## config.mk

```make
export PLATFORM = sky130hd
export DESIGN_NAME = input_feature_fetch_sequencer
export DESIGN_NICKNAME = d
export VERILOG_FILES = /design/src/rtl/input_feature_fetch_sequencer.sv
export SDC_FILE = /design/constraint.sdc
export NUM_CORES = 1
export LEC_CHECK = 0
export CAP_MARGIN = 0
export CORE_ASPECT_RATIO = 0.75
export CORE_MARGIN = 2
export CORE_UTILIZATION = 37
export DETAILED_ROUTE_END_ITERATION = 10
export SLEW_MARGIN = 20
export SYNTH_ARGS = -nofsm -noshare
export SYNTH_HDL_FRONTEND = slang
export SYNTH_SLANG_ARGS = --single-unit
```

## constraint.sdc

```tcl
create_clock -name i_clk -period 2.65 [get_ports i_clk]
set_input_delay 0.265 -clock i_clk [delete_from_list [all_inputs] [get_ports i_clk]]
set_output_delay 0.265 -clock i_clk [all_outputs]
set_load 0.01 [all_outputs]
```

## src/rtl/input_feature_fetch_sequencer.sv

```systemverilog
// Input feature fetch sequencer: walks channel, batch row and column,
// and issues one input BRAM read request per data point.
module input_feature_fetch_sequencer #(
  parameter int INPUT_CHANNEL_WIDTH    = 8,
  parameter int INPUT_ROW_WIDTH        = 6,
  parameter int INPUT_COL_WIDTH        = 6,
  parameter int INPUT_BRAM_DEPTH       = 50176,
  parameter int INPUT_BRAM_DEPTH_WIDTH = $clog2(INPUT_BRAM_DEPTH)
) (
  input  logic                              i_clk,
  input  logic                              i_rst,
  input  logic                              i_start,
  input  logic [INPUT_CHANNEL_WIDTH-1:0]    i_num_channel,
  input  logic [INPUT_ROW_WIDTH-1:0]        i_start_index_batch_row,
  input  logic [INPUT_ROW_WIDTH-1:0]        i_end_index_batch_row,
  input  logic [INPUT_COL_WIDTH-1:0]        i_num_col,
  input  logic                              i_req_ready,
  output logic                              o_req_valid,
  output logic [INPUT_BRAM_DEPTH_WIDTH-1:0] o_req_addr,
  output logic [INPUT_CHANNEL_WIDTH-1:0]    o_channel_data_point,
  output logic [INPUT_ROW_WIDTH-1:0]        o_row_data_point,
  output logic [INPUT_COL_WIDTH-1:0]        o_col_data_point,
  output logic                              o_req_last,
  output logic                              o_busy,
  output logic                              o_done
);

  localparam int CW = INPUT_CHANNEL_WIDTH;
  localparam int RW = INPUT_ROW_WIDTH;
  localparam int LW = INPUT_COL_WIDTH;

  typedef enum logic [1:0] {
    S_IDLE,
    S_ISSUE,
    S_DONE
  } state_t;

  state_t state;

  logic [CW-1:0] num_ch_q;
  logic [RW-1:0] start_q;
  logic [RW-1:0] end_q;
  logic [LW-1:0] num_col_q;

  logic          xfer;
  logic          col_wrap;
  logic          row_wrap;
  logic [CW-1:0] ch_n;
  logic [RW-1:0] row_n;
  logic [LW-1:0] col_n;
  logic          last_n;
  logic          degen;
  logic          first_last;

  // Next coordinates after a transfer and job classification at start
  always_comb begin
    xfer       = o_req_valid & i_req_ready;
    col_wrap   = o_col_data_point == num_col_q - LW'(1);
    row_wrap   = o_row_data_point == end_q;
    col_n      = col_wrap ? '0 : o_col_data_point + LW'(1);
    row_n      = o_row_data_point;
    ch_n       = o_channel_data_point;
    if (col_wrap) begin
      row_n = row_wrap ? start_q : o_row_data_point + RW'(1);
      if (row_wrap) begin
        ch_n = o_channel_data_point + CW'(1);
      end
    end
    last_n     = (ch_n == num_ch_q - CW'(1)) &&
                 (row_n == end_q) &&
                 (col_n == num_col_q - LW'(1));
    degen      = (i_num_channel == '0) ||
                 (i_num_col == '0) ||
                 (i_end_index_batch_row < i_start_index_batch_row);
    first_last = (i_num_channel == CW'(1)) &&
                 (i_num_col == LW'(1)) &&
                 (i_end_index_batch_row == i_start_index_batch_row);
  end

  // Control FSM with registered request payload and status outputs
  always_ff @(posedge i_clk or posedge i_rst) begin
    if (i_rst) begin
      state                <= S_IDLE;
      num_ch_q             <= '0;
      start_q              <= '0;
      end_q                <= '0;
      num_col_q            <= '0;
      o_req_valid          <= 1'b0;
      o_req_addr           <= '0;
      o_channel_data_point <= '0;
      o_row_data_point     <= '0;
      o_col_data_point     <= '0;
      o_req_last           <= 1'b0;
      o_busy               <= 1'b0;
      o_done               <= 1'b0;
    end else begin
      unique case (state)
        S_IDLE: begin
          o_req_valid <= 1'b0;
          o_busy      <= 1'b0;
          o_done      <= 1'b0;
          if (i_start) begin
            num_ch_q             <= i_num_channel;
            start_q              <= i_start_index_batch_row;
            end_q                <= i_end_index_batch_row;
            num_col_q            <= i_num_col;
            o_req_addr           <= '0;
            o_channel_data_point <= '0;
            o_row_data_point     <= i_start_index_batch_row;
            o_col_data_point     <= '0;
            o_busy               <= 1'b1;
            if (degen) begin
              state      <= S_DONE;
              o_done     <= 1'b1;
              o_req_last <= 1'b0;
            end else begin
              state       <= S_ISSUE;
              o_req_valid <= 1'b1;
              o_req_last  <= first_last;
            end
          end
        end
        S_ISSUE: begin
          if (xfer) begin
            o_req_addr <= o_req_addr + 1'b1;
            if (o_req_last) begin
              state       <= S_DONE;
              o_req_valid <= 1'b0;
              o_req_last  <= 1'b0;
              o_done      <= 1'b1;
            end else begin
              o_channel_data_point <= ch_n;
              o_row_data_point     <= row_n;
              o_col_data_point     <= col_n;
              o_req_last           <= last_n;
            end
          end
        end
        S_DONE: begin
          state  <= S_IDLE;
          o_done <= 1'b0;
          o_busy <= 1'b0;
        end
        default: state <= S_IDLE;
      endcase
    end
  end

endmodule

```

==> summary.md <==
| Metric | Value |
|---|---|
| Crit. End Element | flop |
| Flops & latches, synth | around 70 |
| WL/cell | between 15 and 20 um |
| Hold Slack | around 0.34 ns |
| Design area | 6090 um2 |
| Netlist cell types | 58 |
| Largest net degree at the start of global routing | between 40 and 50 |
| Ys flop type | dfrtp_1 |
| Area growth syn-to-layout | 39.7% |
| Fin crit share | 108% |
| Die Height | 98 um |
| Outcome | finished with violations |
| PD cells | 982 nW/um2 |
| CTS Buf Count | 9 |
| HPWL after detailed placement | between 9 and 10 mm |
| # hold bufs at CTS | 0 |
| Setup slack after layout | -0.216 ns |
| Vias | about 4000 |
| Final Setup Violations | 1 |
| Final Hold Vio Count | 0 |
| DRC Markers | 0 |
| Commonest cells after routing, fill and taps aside | clkdlybuf4s50_1 (69), dfrtp_1 (68), buf_4 (66) |
| I/O Pins | 70 |
| CTS root buffer | clkbuf_16 |
| Std-Cell Rows | 34 |
| Diode count | 0 |
| Post-synth top area share | 39.0% |
| Core Area | 11500 um2 |
| Post-Syn Instances | between 400 and 500 |
| CP Class | flop to flop |
| Final ANT Viol Nets | 0 |
| Peak VDD IR | between 400 and 500 uV |
| Routed WL | 12.3 mm |
| EDFF count, synth | 0 |
| CTS clock-pin slew for the worst setup and hold paths | 0.06 ns |
| Synth area leader | dfrtp_1 |
| TritonRoute pass-1 iters | 5 |
| Via-per-instance ratio | a little over 5 |
| Die span in x | about 130 um |
| Initial Utilization | a little under two fifths |
| Fillers | between 1000 and 1500 |
| Clock Skews | between 0.006 and 0.007 ns |
| Standby leakage power | 2.55 nW |
| Yosys Warn Count | 0 |
| WP data arrival | a little over 3 ns |
| Hold crit path type | input port to async pin |
| CTS tree | yes |
| Die area | ~13000 um2 |
| First-pass GRT wire length | roughly 20 mm |
| Clk Latency, worst-skew pair | roughly 0.33 ns |
| Post-synthesis net count | just over 500 |
| Slew HR | 58.2% |
| Clock sinks | 68 |
| Iteration-0 DRC Markers | 269 |
| Max_cap viols | 0 |
| Placement Cell Area | 5720 um2 |
| Synth top area cells | dfrtp_1 (39%), xnor2_1 (7.2%), mux2_2 (5.7%) |
| WP data required | approximately 2.9 ns |
| Total gr overflow | 0 |
| Unrepaired setup endpoints after global routing | yes |
| CP Launch Type | flop |
| Register area share after synthesis | 39.0% |
| Failing checks | setup timing |
| Worst R2R Start | num_col_q[0] |
| Worst reg2reg setup slack | -0.22 ns |
| Fmax | roughly 0.35 GHz |
| H-Tree Depth | 3 |
| Synthesized area per cell | about 9.2 um2 |
| RR Endpoint | o_req_last |
| Design Power | about 6 mW |
| Clock buffer depth | 2 |
| Slew Limit Fails | 0 |
| Asr flop ratio synth | between 90% and 100% |
| Buffers on Ports | between 60 and 70 |
| Reg2reg path depth | 12 |
| Most common cell after layout, fill and taps aside | clkdlybuf4s50_1 |
| Vias in the first global route | 3883 |
| Worst slack, placed | -0.278 ns |
| Final Wtd Congestion | 0.929 |
| GRT Total Usage | approximately a fifth |
| Final net count | around 650 |
| Min Tclk post-route | about 2.9 ns |
| Worst slew pin tran | ~0.63 ns |
| Initial antenna violation count | 0 |
| Crit Path Max Fanout | 7 |
| Synth Cell Area | approximately 4400 um2 |
| Share of layout cells above drive strength 1 | a little over a fifth |
-- stage by stage --
step / cells / utilization, % / setup TNS, ns
2_1_floorplan: 472 / - / 0
3_3_place_gp: 751 / 49.6 / -0.0998
3_5_place_dp: 751 / 49.6 / -0.278
4_1_cts: 767 / 52.2 / -0.162
5_1_grt: 771 / 52.8 / -0.439
6_report: 771 / 52.8 / -0.216
-- cells by family (layout without fill, tap and decap cells) --
kind of cell | after synthesis | in the layout | share of synthesized area (%)
compound gates | 98 | 98 | 13.9
xor+xnor | 61 | 61 | 12.3
fa+ha+maj | 16 | 16 | 4.59
buf+inv | 34 | 171 | 3.16
flops | 68 | 68 | 39.0
mux | 30 | 30 | 7.52
simple gates | 165 | 165 | 19.5
-- synthesized netlist by cell type (2+ instances only) --
cell and instances:
dfrtp_1 68, nand2_1 47, nor2_1 37, o21ai_0 36
xnor2_1 36, xor2_1 25, a21oi_1 24, mux2_2 22
nand3_1 21, inv_1 17, ha_1 16, clkbuf_1 11
nor3_1 10, nand4_1 9, mux2i_1 8, and3_1 7
nor2b_1 7, a31oi_1 4, a211oi_1 3, a32o_1 3
buf_1 3, nand2b_1 3, nor3b_1 3, nor4_1 3
o211ai_1 3, o21ai_1 3, o22a_1 3, o31ai_1 3
or3_1 3, nor3b_2 2, nor4_2 2, o22ai_1 2
o41ai_1 2, or3b_2 2
-- critical path: stages, from the launching register on --
cell	delay (ns)
dfrtp_1	0.41
buf_4	0.16
nor3_4	0.26
xnor2_2	0.12
or4_1	0.54
buf_6	0.17
buf_4	0.14
nor4_4	0.18
xnor2_2	0.15
xor2_1	0.18
a32o_1	0.28
o21ai_2	0.11
o21ai_1	0.06
-- report_power, final --
| part | switching (mW) | total (mW) | internal [mW] |
|---|---|---|---|
| logic | 1.61 | 3.22 | 1.60 |
| registers | 0.296 | 1.63 | 1.33 |
| clock network | 0.452 | 1.13 | 0.679 |
-- final cells by class --
| type | count | area (um2) | share of cell area [%] |
|---|---|---|---|
| inverters | 17 | 63.8 | 1.05 |
| flip-flops and latches | 68 | 1700 | 27.9 |
| clock buffers | 12 | 256 | 4.21 |
| clock inverters | 3 | 22.5 | 0.370 |
| well taps | 162 | 203 | 3.33 |
| multi-input cells | 370 | 2600 | 42.7 |
| repair buffers | 139 | 1240 | 20.4 |
-- metal layers --
layer	up-vias	routed length, um	GRT usage (%)
met4	0	177	6.35
met2	95	5310	29.3
met1	1940	6220	31.2
met5	-	0	0
li1	1938	-	-
met3	16	587	4.27
-- state kept, by name (all words and copies together) (netlist names) --
register / flops
o_busy: 1
start_q: 6
o_channel_data_point: 8
o_req_addr: 16
num_ch_q: 8
o_done: 1
num_col_q: 6
o_row_data_point: 6
o_req_valid: 1
o_req_last: 1
state: 2
o_col_data_point: 6
end_q: 6
-- worst max path at each step --
| stage | from | to | slack [ns] | cells past startpoint |
|---|---|---|---|---|
| floorplan | num_col_q[0] | o_req_last | 0.01 | 12 |
| global placement | num_col_q[0] | o_req_last | -0.1 | 12 |
| detailed placement | num_col_q[1] | o_req_last | -0.28 | 11 |
| CTS | num_col_q[0] | o_req_last | -0.16 | 12 |
| global route | num_col_q[0] | o_req_last | -0.44 | 12 |
| finish | num_col_q[0] | o_req_last | -0.22 | 12 |
-- timing repair --
item	in CTS	in global routing
buffers inserted	1	4
pin swaps	0	2
endpoints found under the setup margin	2	10
cloned	0	0
resized for setup	3	11
Note: power is estimated with default switching activity, not from simulation.
